### src/rtl/shr_pattern_sequencer.sv
// Serial loader for the GPIO shift-register chain: captures a pattern on
// request and clocks it out with sr_clk/sr_data, then strobes sr_le.
module shr_pattern_sequencer #(
    parameter int WIDTH     = 620,
    parameter int DIV       = 4,
    parameter int LATCH_CYC = 2,
    parameter int MSB_FIRST = 0,
    parameter int CW        = $clog2(WIDTH)
) (
    input  logic             clk,
    input  logic             aclr,
    input  logic             update_req,
    input  logic             start,
    input  logic [WIDTH-1:0] pattern,
    output logic             sr_clk,
    output logic             sr_data,
    output logic             sr_le,
    output logic             busy,
    output logic             done,
    output logic [CW-1:0]    bit_cnt
);

    localparam int CMAX = (DIV > LATCH_CYC) ? DIV : LATCH_CYC;
    localparam int DW   = $clog2(CMAX + 1);

    typedef enum logic [2:0] {
        IDLE  = 3'd0,
        LOW   = 3'd1,
        HIGH  = 3'd2,
        LATCH = 3'd3,
        DONE  = 3'd4
    } state_t;

    state_t           r_state;
    state_t           w_state_n;
    logic [DW-1:0]    r_div;
    logic [DW-1:0]    w_div_n;
    logic [WIDTH-1:0] r_shadow;
    logic [WIDTH-1:0] w_shadow_n;
    logic [CW-1:0]    r_bit_cnt;
    logic [CW-1:0]    w_cnt_n;
    logic             r_pending;
    logic             w_pending_n;
    logic [1:0]       r_sync;
    logic             r_sync_d;
    logic             r_trig;
    logic [1:0]       r_arm;
    logic             r_sr_clk;
    logic             r_sr_data;
    logic             r_sr_le;
    logic             r_busy;
    logic             r_done;
    logic             w_armed;
    logic             w_req;
    logic             w_bit_n;
    logic             w_drive_n;

    assign w_armed = (r_arm == 2'd3);
    assign w_req   = r_trig | (start & w_armed);

    // Arm gating sits at the edge detector so a level held high
    // through reset release can never produce a trigger.
    always_ff @(posedge clk or posedge aclr) begin
        if (aclr) begin
            r_sync   <= 2'b00;
            r_sync_d <= 1'b0;
            r_trig   <= 1'b0;
            r_arm    <= 2'd0;
        end else begin
            r_sync   <= {r_sync[0], update_req};
            r_sync_d <= r_sync[1];
            r_trig   <= r_sync[1] & ~r_sync_d & w_armed;
            if (!w_armed) begin
                r_arm <= r_arm + 2'd1;
            end
        end
    end

    always_comb begin
        w_state_n   = r_state;
        w_div_n     = r_div;
        w_shadow_n  = r_shadow;
        w_cnt_n     = r_bit_cnt;
        w_pending_n = r_pending;
        unique case (r_state)
            IDLE: begin
                if (w_req || r_pending) begin
                    w_shadow_n  = pattern;
                    w_pending_n = 1'b0;
                    w_cnt_n     = '0;
                    w_div_n     = '0;
                    w_state_n   = LOW;
                end
            end
            LOW: begin
                if (r_div == DW'(DIV - 1)) begin
                    w_div_n   = '0;
                    w_state_n = HIGH;
                end else begin
                    w_div_n = r_div + DW'(1);
                end
            end
            HIGH: begin
                if (r_div == DW'(DIV - 1)) begin
                    w_div_n = '0;
                    if (r_bit_cnt == CW'(WIDTH - 1)) begin
                        w_state_n = LATCH;
                    end else begin
                        w_shadow_n = (MSB_FIRST != 0) ? (r_shadow << 1)
                                                      : (r_shadow >> 1);
                        w_cnt_n    = r_bit_cnt + CW'(1);
                        w_state_n  = LOW;
                    end
                end else begin
                    w_div_n = r_div + DW'(1);
                end
            end
            LATCH: begin
                if (r_div == DW'(LATCH_CYC - 1)) begin
                    w_div_n   = '0;
                    w_cnt_n   = '0;
                    w_state_n = DONE;
                end else begin
                    w_div_n = r_div + DW'(1);
                end
            end
            DONE: begin
                w_cnt_n   = '0;
                w_state_n = IDLE;
            end
            default: begin
                w_state_n = IDLE;
            end
        endcase
        if (r_state != IDLE && w_req) begin
            w_pending_n = 1'b1;
        end
    end

    assign w_bit_n   = (MSB_FIRST != 0) ? w_shadow_n[WIDTH-1] : w_shadow_n[0];
    assign w_drive_n = (w_state_n == LOW) || (w_state_n == HIGH) ||
                       (w_state_n == LATCH);

    // Outputs are registered from the next-state view so they line up
    // with the state they belong to.
    always_ff @(posedge clk or posedge aclr) begin
        if (aclr) begin
            r_state   <= IDLE;
            r_div     <= '0;
            r_shadow  <= '0;
            r_bit_cnt <= '0;
            r_pending <= 1'b0;
            r_sr_clk  <= 1'b0;
            r_sr_data <= 1'b0;
            r_sr_le   <= 1'b0;
            r_busy    <= 1'b0;
            r_done    <= 1'b0;
        end else begin
            r_state   <= w_state_n;
            r_div     <= w_div_n;
            r_shadow  <= w_shadow_n;
            r_bit_cnt <= w_cnt_n;
            r_pending <= w_pending_n;
            r_sr_clk  <= (w_state_n == HIGH);
            r_sr_data <= w_drive_n & w_bit_n;
            r_sr_le   <= (w_state_n == LATCH);
            r_busy    <= (w_state_n != IDLE);
            r_done    <= (w_state_n == DONE);
        end
    end

    assign sr_clk  = r_sr_clk;
    assign sr_data = r_sr_data;
    assign sr_le   = r_sr_le;
    assign busy    = r_busy;
    assign done    = r_done;
    assign bit_cnt = r_bit_cnt;

endmodule

### config.mk
export PLATFORM = sky130hd
export DESIGN_NAME = shr_pattern_sequencer
export DESIGN_NICKNAME = d
export VERILOG_FILES = /design/src/rtl/shr_pattern_sequencer.sv
export SDC_FILE = /design/constraint.sdc
export NUM_CORES = 2
export LEC_CHECK = 0
export BUFFER_PORTS_ARGS = -buffer_cell sky130_fd_sc_hd__buf_4
export CORE_UTILIZATION = 45
export CTS_CLUSTER_SIZE = 30
export DETAILED_ROUTE_END_ITERATION = 12
export PLACE_DENSITY = 0.68
export SLEW_MARGIN = 5
export SYNTH_ARGS = -nofsm -noshare
export SYNTH_HDL_FRONTEND = slang
export SYNTH_SLANG_ARGS = --single-unit
### constraint.sdc
create_clock -name clk -period 67.9 [get_ports clk]
set_clock_uncertainty 0.15 [all_clocks]
set_input_delay 10.185 -clock clk [delete_from_list [all_inputs] [get_ports clk]]
set_output_delay 10.185 -clock clk [all_outputs]
set_load 0.005 [all_outputs]
; ---- After elaboration in Yosys (flattened, before gate mapping)
; Cells that the tools add are included.
[totals]
register_bits = 648
output_inout_bits = 15
word_cells = 79
input_bits = 624
[classes]
mux = 22
bitwise_logic = 6
eq_ne = 16
reduce_logical = 17
addsub = 3
[ops]
columns = cell, n
row1 = $mux W620, 3
row2 = $pmux W620 S2, 1
row3 = $mux W10, 4
row4 = $pmux W10 S4, 1
row5 = $mux W3, 7
row6 = $eq A3 B2 Y1 const B, 5
row7 = $pmux W3 S4, 1
row8 = $add A10 B1 Y10 const B, 1
row9 = $eq A10 B10 Y1 const B, 1
row10 = $eq A3 B1 Y1 const B, 3
row11 = $pmux W3 S3, 1
row12 = $reduce_bool A3 Y1, 3
row13 = $ne A2 B2 Y1 const B, 4
row14 = $eq A3 B3 Y1 const B, 2
row15 = $reduce_bool A2 Y1, 3
row16 = $reduce_and A5 Y1, 1
row17 = $and A1 B1 Y1, 4
row18 = $reduce_and A2 Y1, 2
row19 = $reduce_and A4 Y1, 1
row20 = $reduce_bool A4 Y1, 1
row21 = $add A3 B1 Y3 const B, 1
row22 = $logic_not A3 Y1, 1
row23 = $logic_or A1 B1 Y1, 3
row24 = $mux W1, 3
row25 = other kinds (7), 7

; ---- Depth between registers and ports, before layout
[depth]
word_depth = 10
mapped_depth = 9
ltp_nobuf = 7

; ---- Worst setup path after synthesis
; No wires, ideal clock.
[synth_path]
path_kind = input to register
start = input start
end = register r_shadow[100]
t_arrival_ns = 11.372
n_path_buf = 3
required_time_ns = 67.620
path_slack_ns = 56.248
stages = 7
path_cell_list = a211o_1 -> and2_1 -> buf_2 -> buf_2 -> buf_1 -> a22oi_1 -> o21ai_0
[synth_via]
elab_chain_cells = 5
[synth_lines]
columns = element, line
row1 = from (decl), 13  ; input logic start,
row2 = $and A1 B1 Y1, 59  ; assign w_req = r_trig | (start & w_armed);
row3 = $or A1 B1 Y1, 59
row4 = $logic_or A1 B1 Y1, 87  ; if (w_req || r_pending) begin
row5 = $ne A2 B2 Y1 (no source line), --
row6 = $reduce_and A4 Y1 (no source line), --
row7 = to (signal assigned), 161  ; r_shadow <= w_shadow_n;
row8 = to (decl), 38  ; logic [WIDTH-1:0] r_shadow;
; Every way passes these cells.
; A chain may end at the register's enable or synchronous reset.

==> impl_metrics.yaml <==
clock_tree:
  clock-sinks: 648
  clk_pin_slew_ps: 60
  cts_max_path_buffers: 3
  cts_tree: "built"
  ctsHoldBuffers: 0
  cts.repair.resized: 0
  cts_made_buffers: 70
  cts-root-buf: "clkbuf_16"
  htree_levels: 3
  insertion_delay_ps: 610
  cts_setup_buffers: 0
critical_path:
  crit_path_start: "aclr"
  worstSetupPathType: "primary input to async pin"
  critPathRequiredTime_ps: 68310
  cpPeakStageDelay_ps: 930
  cpMostUsedCell: "buf_4"
  worst_setup_path_start_kind: "primary input"
  cp_cell_sequence: "buf_4 > inv_8 > buf_4 > buf_4 > buf_4"
  reg2reg_from: "r_state[1]"
  endpoint_kind: "async pin"
  critical_path_arrival_ps: 13650
  cp_max_fo: 124
  crit_path_top_delay_cell: "buf_4"
drt:
  drt_pass1_iterations: 6
  drt-initial-drc-count: 2330
  wire_per_inst_um: 19.2
  wirelength_um: 81700
  viasPerCell: 5.42
  postRouteAntennaNets: 0
  drc: 0
  vias: 23043
logic_synthesis:
  ys_ff_latch: 648
  synth_xor_area_share_pct: 0.0622
  synth-simple-area-share_pct: 0.982
  yosysSeqAreaShare_pct: 57.6
  synth-warning-count: 0
  synth_top_family_by_area: "compound AO/OA/AOI/OAI gates"
  synth.area.mux_share_pct: 0.218
  yosys.area_share.adder_pct: 0.311
  syn_area_um2: 28200
  synthArstFlopShare_pct: 100
  syn-num-nets: 3471
  synth-edff-count: 0
  netlist_instances: 2840
  ys_types: 51
  syn_area_per_cell_um2: 9.91
  synth-main-ff-cell: "dfrtp_1"
  synth-compound-area-share_pct: 28.8
power_and_ir_drop:
  ir_worst_vdd_mv: 0.0279
  power-per-cell-area_nw_per_um2: 40.1
  p_leak_nw: 16.4
status:
  outcome: "finished, final reports clean"
sta:
  slew_viol_final: 0
  grt_setup_unrepaired: "false"
  period_needed_ps: 13240
  setup_viol_count_final: 0
  layout_setup_ws_ps: 54660
  worst_slew_pin_slew_ps: 1230
  max_freq_mhz: 75.5
  setup_tns_ps: 0
  max_slew_margin_pct: 17.8
  hold_viol_final: 0
  min_period_over_period_pct: 19.5
grt:
  antenna_found_initial: 20
  grt_pass1_wl_um: 127000
  grt_pass1_vias: 23221
  grt_usage_pct: 25.2
  grt-ovfl-total: 0
  grt_max_degree: 229
die:
  io_pins: 639
  rows: 91
  initial_core_util_pct: 45.6
  die_height_um: 252
  die_x_um: 252
  dieArea_um2: 63600
  core_um2: 61700
cells_and_area:
  areaGrowthSynthToFinish_pct: 26.3
  nFillCells: 5377
  nets: 3986
  layout_commonest_cell: "buf_4"
  layout_common_cells: "buf_4, dfrtp_1, inv_1"
  drive_above_1_share_pct: 22.7
place:
  portBuffers: 638
  dp_hpwl_um: 54300
  gp_congestion: 0.917
  pre_cts_slack_ps: 53810
run:
  maxCapViolations: 0
min_path:
  min_from: "r_sync[0]"
  min_path_type: "flop to flop"
metal layers:
layer  share of wire [%]  track usage, %  vias up  wire length, um
met5                0.16               0        -              132
met4                 3.8            10.9       18             3110
met2                  47            39.6      754            38200
met3                 9.0            8.61      177             7370
met1                  40            31.5    11261            32900
li1                    -               -    10833                -
Yosys cell counts, drive strengths merged (2+ instances only):
library cell / instances / share of area, %
nor3: 2 / 0.036
buf: 147 / 2.8
ha: 7 / 0.31
inv: 630 / 8.4
nand3: 3 / 0.053
nand4: 2 / 0.044
o32ai: 2 / 0.062
nand2b: 2 / 0.044
o21bai: 4 / 0.11
a211o: 2 / 0.062
and4: 2 / 0.062
o21ai: 631 / 11
o31ai: 3 / 0.080
clkbuf: 66 / 0.88
a211oi: 6 / 0.16
mux2i: 5 / 0.18
nand3b: 2 / 0.053
nand2: 11 / 0.16
and2: 5 / 0.11
or3: 2 / 0.062
a21oi: 6 / 0.11
dfrtp: 648 / 58
a31oi: 3 / 0.067
a221oi: 2 / 0.062
a22oi: 618 / 16
nor2: 8 / 0.11
nor3b: 4 / 0.15
area by class of cell:
type | count | area (um^2) | area share [%]
clock inverter | 19 | 221 | 0.623
sequential | 648 | 16200 | 45.6
timing repair buffer | 656 | 4970 | 14.0
multi-input combinational | 1349 | 8570 | 24.1
inverter | 630 | 2370 | 6.67
antenna | 10 | 25.0 | 0.0704
clock buffer | 106 | 2130 | 6.00
tap | 837 | 1050 | 2.94
final timing paths:
kind,depth (start not counted),endpoint,slack [ps]
setup reg to reg,6,r_shadow[478],62940
max in group clk,7,r_shadow[540],54710
hold reg to reg,0,r_sync[1],210
hold / removal,0,r_sync[1],210
min in group asynchronous,2,r_shadow[146],9590
setup / recovery,5,r_shadow[458],54660
worst max-delay path: cells and delay by family:
| family | cells | cell delay, ps |
|---|---|---|
| buffers and inverters | 5 | 3270 |
registers in the layout, summed over array words and instances, names as in the netlist:
name,cells
r_div,3
r_pending,1
sr_le,1
r_arm,2
bit_cnt,10
sr_data,1
done,1
r_sync,2
busy,1
r_sync_d,1
r_shadow,620
sr_clk,1
r_state,3
r_trig,1
through the flow:
stage	total power, W	hold WS [ps]	util (%)	instance area, um^2	instances
final	0.00143	206	57.6	35600	4255
after global placement	0.00101	188	53.8	33200	4120
after global routing	0.00153	235	57.6	35600	4254
after floorplan	0.000920	181	-	28200	2840
after detailed placement	0.00104	193	53.8	33200	4120
after CTS	0.00144	209	57.6	35500	4245
power breakdown:
part,leakage [nW],switching (W),internal [W]
clock network,1.17,0.000157,0.000232
logic,7.15,0.000218,0.000151
registers,8.11,0.000103,0.000565
total,16.4,0.000478,0.000948
logic make-up (layout without fill, tap and decap cells):
group | after synthesis | in the layout
muxes | 6 | 6
adders and majority gates | 7 | 7
buffers and inverters | 843 | 1411
and+or+nand+nor | 47 | 47
xor gates and xnor gates | 2 | 2
AOI/OAI and AO/OA | 1287 | 1287
other | 0 | 10
DFF | 648 | 648
No activity file was read; power rests on OpenSTA's default activity.
